$ cat config.mk
export PLATFORM = sky130hd
export DESIGN_NAME = serial_adder
export DESIGN_NICKNAME = d
export VERILOG_FILES = /design/src/rtl/serial_adder_pkg.sv /design/src/rtl/full_adder_bit.sv /design/src/rtl/serial_adder.sv
export SDC_FILE = /design/constraint.sdc
export NUM_CORES = 1
export LEC_CHECK = 0
export CORE_UTILIZATION = 43
export DETAILED_ROUTE_END_ITERATION = 8
export GPL_TIMING_DRIVEN = 0
export PLACE_DENSITY = 0.86
export SKIP_LAST_GASP = 1
export SYNTH_ARGS = -nofsm -noshare
export SYNTH_HDL_FRONTEND = slang
export SYNTH_SLANG_ARGS = --single-unit
$ cat constraint.sdc
create_clock -name clk -period 1.2 [get_ports clk]
set_input_delay 0.24 -clock clk [delete_from_list [all_inputs] [get_ports clk]]
set_output_delay 0.24 -clock clk [all_outputs]
set_load 0.01 [all_outputs]
$ cat src/rtl/serial_adder_pkg.sv
// serial_adder_pkg: shared state encoding and default width for the serial adder
package serial_adder_pkg;
  localparam int SERIAL_ADDER_WIDTH_DEFAULT = 8;
  typedef enum logic [1:0] {IDLE, ADD, DONE} state_t;
endpackage

$ cat src/rtl/full_adder_bit.sv
// full_adder_bit: one-bit full adder made from two half-adder cells plus a carry OR
module full_adder_bit (
  input  logic a,
  input  logic b,
  input  logic ci,
  output logic s,
  output logic co
);
  logic s0, c0, c1;
  assign s0 = a ^ b;
  assign c0 = a & b;
  assign s  = s0 ^ ci;
  assign c1 = s0 & ci;
  assign co = c0 | c1;
endmodule

$ cat src/rtl/serial_adder.sv
// serial_adder: LSB-first bit-serial adder, one bit per clock; SERIAL_ADDER_OVF_EN adds a two's-complement ovf output
module serial_adder
  import serial_adder_pkg::*;
#(
  parameter int WIDTH = SERIAL_ADDER_WIDTH_DEFAULT
) (
  input  logic             clk,
  input  logic             rst,
  input  logic             start,
  input  logic [WIDTH-1:0] a,
  input  logic [WIDTH-1:0] b,
  input  logic             cin,
  output logic             ready,
  output logic             busy,
  output logic             done,
  output logic [WIDTH-1:0] sum,
  output logic             cout
`ifdef SERIAL_ADDER_OVF_EN
  ,
  output logic             ovf
`endif
);
  localparam int CW = $clog2(WIDTH) + 1;
  localparam logic [CW-1:0] LAST = CW'(WIDTH - 1);
  state_t state, nxt;
  logic [CW-1:0] cnt;
  logic [WIDTH-1:0] sa, sb, ss;
  logic carry, s, co;
`ifdef SERIAL_ADDER_OVF_EN
  logic ovf_q;
`endif
  full_adder_bit u_fa (.a(sa[0]), .b(sb[0]), .ci(carry), .s(s), .co(co));
  // state register
  always_ff @(posedge clk) state <= rst ? IDLE : nxt;
  // next state: accept in IDLE, count bits in ADD, single-cycle DONE
  always_comb begin
    nxt = IDLE;
    nxt = state == IDLE ? (start ? ADD : IDLE) :
          state == ADD  ? (cnt == LAST ? DONE : ADD) : IDLE;
  end
  // operand capture, serial datapath and result holding
  always_ff @(posedge clk) begin
    if (rst) begin
      sa <= '0;
      sb <= '0;
      ss <= '0;
      carry <= 1'b0;
      cnt <= '0;
`ifdef SERIAL_ADDER_OVF_EN
      ovf_q <= 1'b0;
`endif
    end else if (state == IDLE && start) begin
      sa <= a;
      sb <= b;
      ss <= '0;
      carry <= cin;
      cnt <= '0;
`ifdef SERIAL_ADDER_OVF_EN
      ovf_q <= 1'b0;
`endif
    end else if (state == ADD) begin
      sa <= sa >> 1;
      sb <= sb >> 1;
      ss <= (ss >> 1) | (WIDTH'(s) << (WIDTH - 1));
      carry <= co;
      cnt <= cnt + CW'(1);
`ifdef SERIAL_ADDER_OVF_EN
      if (cnt == LAST) ovf_q <= carry ^ co;
`endif
    end
  end
  assign ready = state == IDLE;
  assign busy  = state == ADD;
  assign done  = state == DONE;
  assign sum   = ss;
  assign cout  = carry;
`ifdef SERIAL_ADDER_OVF_EN
  assign ovf   = ovf_q;
`endif
endmodule

Word level (Yosys, flattened, before mapping)
Cells that the tools add are included.

Logic and storage cells: 30. Bits of input ports: 20. Output and inout bits: 12. Register bits: 31.

Add/subtract/negate cells: 1. Bitwise operators: 6. Reductions and logical operators: 4. Muxes and demuxes: 10. Eq/ne operators: 3.

Operator list (count): 2-to-1 mux 8 bit (4); bitwise OR 7 x 8 -> 8 bit (1); 2-to-1 mux 2 bit (3); adder 4 x 1 -> 4 bit, second input constant (1); == test 4 x 3 -> 1 bit, second input constant (1); 2-to-1 mux 1 bit (3); AND 1 bit (2); == test 2 x 1 -> 1 bit, second input constant (1); == test 2 bit, second input constant (1); logical NOT 2 bit (1); nonzero test 2 bit (1); OR reduction 2 bit (1); bitwise XOR 1 bit (2); logical AND 1 bit (1); bitwise OR 1 bit (1).

Depth between registers and ports, before layout
Gate-level depths: netlist (run 1).

Depth in word-level cells: 5. Gate-level depth with buffers: 7. Depth with buffers taken out: 4.

Cells and area by module
A second synthesis (run 1) with hierarchy kept.

Cell total of the unflattened synthesis: 159. Area, all modules: 1358.8 um^2.

By module, submodules not included: serial_adder (sequential area each 620.6 um^2, cells an instance 158, area each 1338.8 um^2, times used 1); full_adder_bit (sequential area each 0.0 um^2, cells an instance 1, area each 20.0 um^2, times used 1).

Worst setup path before layout (run 1)
OpenSTA, ideal clock, no wires.

Kind: flip-flop to flip-flop. From: reg state[0]. To: reg sb[3]. Clock period less this slack: 1.303 ns. Setup time: 0.135 ns. Cell stages (with the launch flop): 7. Required time: 1.065 ns. Slack: -0.103 ns. Path buffers: 3. Data arrival time: 1.168 ns. Cells stage by stage: dfxtp_1 buf_6 or3b_1 buf_6 buf_6 nor2_1 a211oi_1.

Longest elaborated chain between the ends: 3. Elaborated cells between the ends (all ways): 5. Classes of those cells: eq/ne: 1; mux: 1; reduce/logical: 3.

Ends and longest elaborated chain: start: declaration (line serial_adder.sv:25) `state_t state, nxt;`; start signal: assignment (line serial_adder.sv:34) `always_ff @(posedge clk) state <= rst ? IDLE : nxt;`; logical NOT 2 bit (line serial_adder.sv:52) `end else if (state == IDLE && start) begin`; logical AND 1 bit (line serial_adder.sv:52); 2-to-1 mux 8 bit or nonzero test 2 bit (tied branches); end signal: assignment (line serial_adder.sv:63) `sb <= sb >> 1;`; end: declaration (line serial_adder.sv:27) `logic [WIDTH-1:0] sa, sb, ss;`.

Parallel ways exist; a longest one is shown, timed or not. A chain may end at the register's enable or synchronous reset.

Worst setup path in the final report (run 1)
From: reg state[1]. To: reg sa[4].

Longest elaborated chain between the ends: 3. Elaborated cells between the ends (all ways): 5. Classes of those cells: eq/ne: 1; mux: 1; reduce/logical: 3.

Ends and longest elaborated chain: logical NOT 2 bit (line serial_adder.sv:52); logical AND 1 bit (line serial_adder.sv:52); 2-to-1 mux 8 bit or nonzero test 2 bit (tied branches); end signal: assignment (line serial_adder.sv:62) `sa <= sa >> 1;`; end: declaration (line serial_adder.sv:27).

Parallel ways exist; a longest one is shown, timed or not.

==> results of run 1 <==
cells in the mapped netlist, types with 2 or more instances:
library cell / count / area (µm²)
nor2_1: 21 / 78.83
dfxtp_1: 31 / 620.6
a21oi_1: 23 / 115.1
buf_2: 6 / 30.03
nand2_1: 32 / 120.1
a211oi_1: 14 / 105.1
inv_1: 2 / 7.510
nand2b_1: 2 / 12.51
nand3_1: 3 / 15.01
buf_6: 3 / 33.78
o22ai_1: 3 / 18.77
nand3b_1: 2 / 15.01
layer usage:
metal | global-route usage | part of all wire | routed length, µm
met1 | 0.2841 | 0.42 | 1592
met2 | 0.3488 | 0.51 | 1914
met3 | 0.06803 | 0.056 | 212
met4 | 0.07317 | 0.0091 | 34
met5 | 0 | 0 | 0
worst paths after layout:
path,start,to,slack (ns),cells past startpoint
max,state[1]$_SDFF_PP0_,sa[4]$_SDFFE_PP0P_,-0.26,4
max reg2reg,state[1]$_SDFF_PP0_,sa[4]$_SDFFE_PP0P_,-0.26,4
min reg2reg,sb[4]$_SDFFE_PP0P_,sb[3]$_SDFFE_PP0P_,0.45,2
min,start,sa[5]$_SDFFE_PP0P_,0.41,3
power groups by stage:
stage	registers (W)	clock network [W]	logic [W]
6_report	0.00113	0.000696	0.000572
5_1_grt	0.00114	0.000751	0.000608
4_1_cts	0.00112	0.000704	0.000462
3_5_place_dp	0.00115	0	0.000357
3_3_place_gp	0.00115	0	0.000352
2_1_floorplan	0.00114	0	0.000220
layout by cell type, fill, tap and decap left out, types with 3 or more instances in the layout:
cell type / synthesis / final
buf_6: 3 / 14
nand3_1: 3 / 3
dfxtp_1: 31 / 28
clkdlybuf4s50_1: 0 / 18
buf_4: 1 / 8
clkbuf_4: 0 / 6
clkbuf_2: 0 / 9
a211oi_1: 14 / 8
buf_2: 6 / 4
nor2_4: 0 / 9
a21oi_2: 0 / 10
a211oi_2: 0 / 6
nand2_1: 32 / 32
nor2_1: 21 / 10
a21oi_1: 23 / 13
nand2b_4: 0 / 3
kinds of logic after synthesis:
| group | after synthesis |
|---|---|
| AOI/OAI and AO/OA | 44 |
| adders and majority gates | 2 |
| buffers and inverters | 15 |
| and+or+nand+nor | 65 |
| DFF | 31 |
| xor gates and xnor gates | 2 |
flip-flops by register name, summed over array words and instances, names as in the netlist:
register,count
sum,8
cnt,4
cout,1
sa,8
state,2
sb,8
repair_timing:
item,4_1_cts,5_1_grt
gates cloned,1,1
setup endpoints to repair,39,41
pin swaps,10,13
gates resized for setup,66,55
buffers inserted,11,4
final cells by class:
class,instances,share of cell area
sequential,31,0.2973
tap,31,0.01832
clock buffer,8,0.03251
buffer,10,0.04255
inverter,3,0.01005
multi-input combinational,113,0.3889
timing repair buffer,48,0.2104
stage by stage:
stage / instance area [µm²] / utilization
after floorplan: 1329 / -
after global placement: 1678 / 0.5931
after detailed placement: 1678 / 0.5931
after CTS: 1954 / 0.6908
after global routing: 2117 / 0.7483
final: 2117 / 0.7483
tightest hold or removal path, stage by stage:
cell and delay (ns):
dlymetal6s2s_1 0.25, o2bb2ai_2 0.15, a211oi_1 0.06
==> flow_summary.yaml, run 1 <==
run_status:
  outcome: "finished with violations"
  violations: "DRC, setup timing"
setup_path:
  path_max_fanout: 6
  cp_num_buf_inv: 2
  arrival_ns: 1.70
  critPathCaptureType: "flop"
  cp-start-kind: "flop"
  path_class: "reg2reg"
  cp_top_family: "simple AND/OR/NAND/NOR gates"
  cp_slowest_cell: "or3b_4"
  slowest_delay_ns: 0.49
  crit_required_ns: 1.45
  cp_cell_sequence: "buf_6 > or3b_4 > buf_8 > a311oi_2"
die:
  die_area_um2: 3307
  die_x_um: 57.51
  die_height_um: 57.51
  ios: 32
  initial_core_util: 0.4684
  rows: 19
  fp.coreArea_um2: 2829
job:
  cap_violations: 0
yosys:
  synth_edf_count: 0
  dominantRegCellSynth: "dfxtp_1"
  avgSynthCellArea_um2: 8.333
  synth_area_um2: 1325
  synth_compound_area_frac: 0.2096
  yosys_warnings: 0
  synth.net_count: 181
  synth_top_family_by_area: "simple AND/OR/NAND/NOR gates"
  synthSimpleGateAreaFrac: 0.2162
  synth_cell_types: 29
  synthAdderAreaFrac: 0.02455
  syn_inst: 159
  ys_ff_latch: 31
  yosysSeqAreaShare: 0.4684
  synthXorXnorAreaFrac: 0.01322
  synthArstFlopShare: 0
  muxShareOfSynthArea: 0
sta:
  hold_slack_ns: 0.4069
  hold_violations: 0
  relSlewSlack: 0.7951
  rsz0062_at_grt: "yes"
  slew_violations: 0
  setup_tns_ns: -5.771
  max_freq_ghz: 0.6862
  worst_clock_skew_ns: 0.008661
  layout_setup_ws_ns: -0.2573
  fin_crit_sh: 1.214
  setup_viol: 32
  worstMarginPinSlew_ns: 0.3074
  finalCriticalPeriod_ns: 1.457
place:
  place_congestion: 0.7709
  port_buffers: 31
  dp_hpwl_mm: 1.955
  dp_slack_ns: -0.6397
  placed_cells: 221
power_and_ir_drop:
  peakVddDrop_v: 0.0008608
  p_int_w: 0.001730
  combPwrFrac: 0.239
  power_per_cell_area_nw_per_um2: 1133
  seqPwrFrac: 0.471
  p_switching_w: 0.0006679
  total_power_w: 0.002398
  static-leakage-power_nw: 0.7920
  power.share.clock: 0.290
  switching_share: 0.2785
cts:
  holdBufCountCts: 0
  cts_tree: "built"
  clkTransAtPathRegs_ns: 0.10
  clock-sinks: 31
  cts_buffers: 5
  cts_root_buf: "clkbuf_4"
  clock_path_buffers: 2
  htreeDepth: 2
  clock_latency_ns: 0.33
drt:
  antenna_left: 0
  drt_wl_total_mm: 3.753
  drc: 3
  post_drt_wl_per_cell_um: 15.38
  viasPerCell: 5.434
  drtPass1Iterations: 8
  drt_iter0_drc: 62
  num_vias: 1326
hold_path:
  hp-class: "in2reg"
layout:
  multi_input_area_um2: 823.3
  seq_area_um2: 629.4
  antenna_cells: 0
  fillers: 193
  area_growth_pct: 59.77
  finalNetCount: 234
  final_cells: 244
  layout-drive-gt1-share: 0.4178
global_route:
  grt_first_pass_wirelength_mm: 5.430
  overflow: 0
  antenna_found_initial: 0
  grt_start_max_net_pins: 11
  grtUsageTotal: 0.2198
  grt_pass1_vias: 1200
Power figures use the tool's default switching activity.
==> run 2, diff against run 1 <==
CORE_MARGIN = 8   (was not set)
==> flow_summary.yaml, run 2 (synthesis gave the netlist of run 1 again) <==
run_status:
  outcome: "finished with violations"
  violations: "setup timing"
cts:
  cts_buffers: 5
  clock_latency_ns: 0.33
  htreeDepth: 2
  clock_path_buffers: 2
  holdBufCountCts: 0
  clkTransAtPathRegs_ns: 0.10
  cts_tree: "built"
  cts_root_buf: "clkbuf_4"
  clock-sinks: 31
global_route:
  grtUsageTotal: 0.1350
  grt_start_max_net_pins: 11
  overflow: 0
  antenna_found_initial: 0
  grt_first_pass_wirelength_mm: 5.513
  grt_pass1_vias: 1223
die:
  fp.coreArea_um2: 3003
  die_area_um2: 5114
  die_height_um: 71.51
  die_x_um: 71.51
  rows: 20
  ios: 32
  initial_core_util: 0.4413
power_and_ir_drop:
  power_per_cell_area_nw_per_um2: 1117
  combPwrFrac: 0.234
  static-leakage-power_nw: 0.7897
  power.share.clock: 0.293
  p_int_w: 0.001724
  seqPwrFrac: 0.473
  switching_share: 0.2796
  peakVddDrop_v: 0.0005557
  p_switching_w: 0.0006691
setup_path:
  cp_num_buf_inv: 2
  reg2reg_depth: 4
  crit_required_ns: 1.46
  reg2reg_slack_ns: -0.24
  r2r_end: "sa[4]$_SDFFE_PP0P_"
  arrival_ns: 1.70
  cp_top_family: "simple AND/OR/NAND/NOR gates"
  timing.rr.start: "state[1]$_SDFF_PP0_"
  path_class: "reg2reg"
  cp-start-kind: "flop"
  cp_cell_sequence: "buf_6 > or3b_4 > buf_8 > a311oi_2"
  cp_slowest_cell: "or3b_4"
  slowest_delay_ns: 0.49
  path_max_fanout: 6
  critPathCaptureType: "flop"
layout:
  utilization: 0.7133
  design_area_um2: 2142
  fillers: 213
  layout-drive-gt1-share: 0.4429
  area_growth_pct: 61.66
  finalNetCount: 231
  layout_common_cells: "nand2_1, dfxtp_1, clkdlybuf4s50_1, buf_6, a21oi_2"
  final_common_cell: "nand2_1"
  antenna_cells: 0
sta:
  fin_crit_sh: 1.201
  layout_setup_ws_ns: -0.2418
  rsz0062_at_grt: "yes"
  max_freq_ghz: 0.6936
  setup_tns_ns: -5.271
  finalCriticalPeriod_ns: 1.442
  setup_viol: 31
  slew_violations: 0
  worst_clock_skew_ns: 0.009935
  hold_violations: 0
  hold_slack_ns: 0.4567
  relSlewSlack: 0.8005
  worstMarginPinSlew_ns: 0.2993
drt:
  drt_wl_total_mm: 3.947
  drtPass1Iterations: 4
  drt_iter0_drc: 81
  viasPerCell: 5.424
  num_vias: 1318
  drc: 0
  post_drt_wl_per_cell_um: 16.24
  antenna_left: 0
job:
  cap_violations: 0
place:
  dp_hpwl_mm: 2.094
  place_area_um2: 1680
  place_congestion: 0.7779
  port_buffers: 31
  dp_slack_ns: -0.6405
hold_path:
  hold-path-endpoint: "sa[5]$_SDFFE_PP0P_"
  hp-class: "in2reg"
  hold-path-cell-count: 3
  hold_start: "start"
run 2: cell count changes in the layout (fill, tap and decap cells not counted), sizes merged:
cell and change:
clkdlybuf4s15 +1, buf -3, clkbuf -1
run 2: layout make-up:
class / count / area [µm²] / area share
Buffer: 10 / 91.34 / 0.04264
Sequential cell: 31 / 633.1 / 0.2956
Tap cell: 33 / 41.29 / 0.01928
Multi-Input combinational cell: 113 / 849.6 / 0.3966
Inverter: 3 / 16.27 / 0.007593
Clock buffer: 8 / 68.82 / 0.03213
Timing Repair Buffer: 45 / 441.7 / 0.2062
run 2: tightest hold or removal path: stages:
cell	delay, ns
dlymetal6s2s_1	0.25
o2bb2ai_1	0.19
a211oi_2	0.08
run 2: timing repair:
action,4_1_cts,5_1_grt
gates cloned,1,1
setup buffers,9,5
pin swaps,11,12
setup endpoints to repair,39,43
gates resized for setup,63,64
run 2: through the flow:
step | total power (W) | cells
2_1_floorplan | 0.001361 | 159
3_3_place_gp | 0.001498 | 223
3_5_place_dp | 0.001504 | 223
4_1_cts | 0.002266 | 241
5_1_grt | 0.002499 | 243
6_report | 0.002393 | 243
run 2: metal layers:
metal / track usage / routed length [µm] / up-vias / part of all wire
li1: - / - / 645 / -
met1: 0.1627 / 1726 / 632 / 0.44
met2: 0.2051 / 1955 / 33 / 0.50
met3: 0.04881 / 192 / 8 / 0.049
met4: 0.07029 / 73 / 0 / 0.018
met5: 0 / 0 / - / 0
run 2: how the worst max path moves through the flow:
stage / startpoint / to / slack, ns / cells after the start
after detailed placement: rst / sb[6]$_SDFFE_PP0P_ / -0.64 / 4
after floorplan: state[0]$_SDFF_PP0_ / sb[3]$_SDFFE_PP0P_ / -0.08 / 6
after global routing: state[1]$_SDFF_PP0_ / sa[4]$_SDFFE_PP0P_ / -0.30 / 4
after global placement: rst / sb[5]$_SDFFE_PP0P_ / -0.58 / 4
after CTS: state[1]$_SDFF_PP0_ / busy / -0.28 / 5
final: state[1]$_SDFF_PP0_ / sa[4]$_SDFFE_PP0P_ / -0.24 / 4
run 2: power by group through the flow:
stage	Sequential (W)	Combinational (W)	Clock [W]
2_1_floorplan	0.00114	0.000220	0
6_report	0.00113	0.000561	0.000700
4_1_cts	0.00112	0.000455	0.000688
3_5_place_dp	0.00115	0.000356	0
5_1_grt	0.00114	0.000597	0.000762
3_3_place_gp	0.00114	0.000353	0
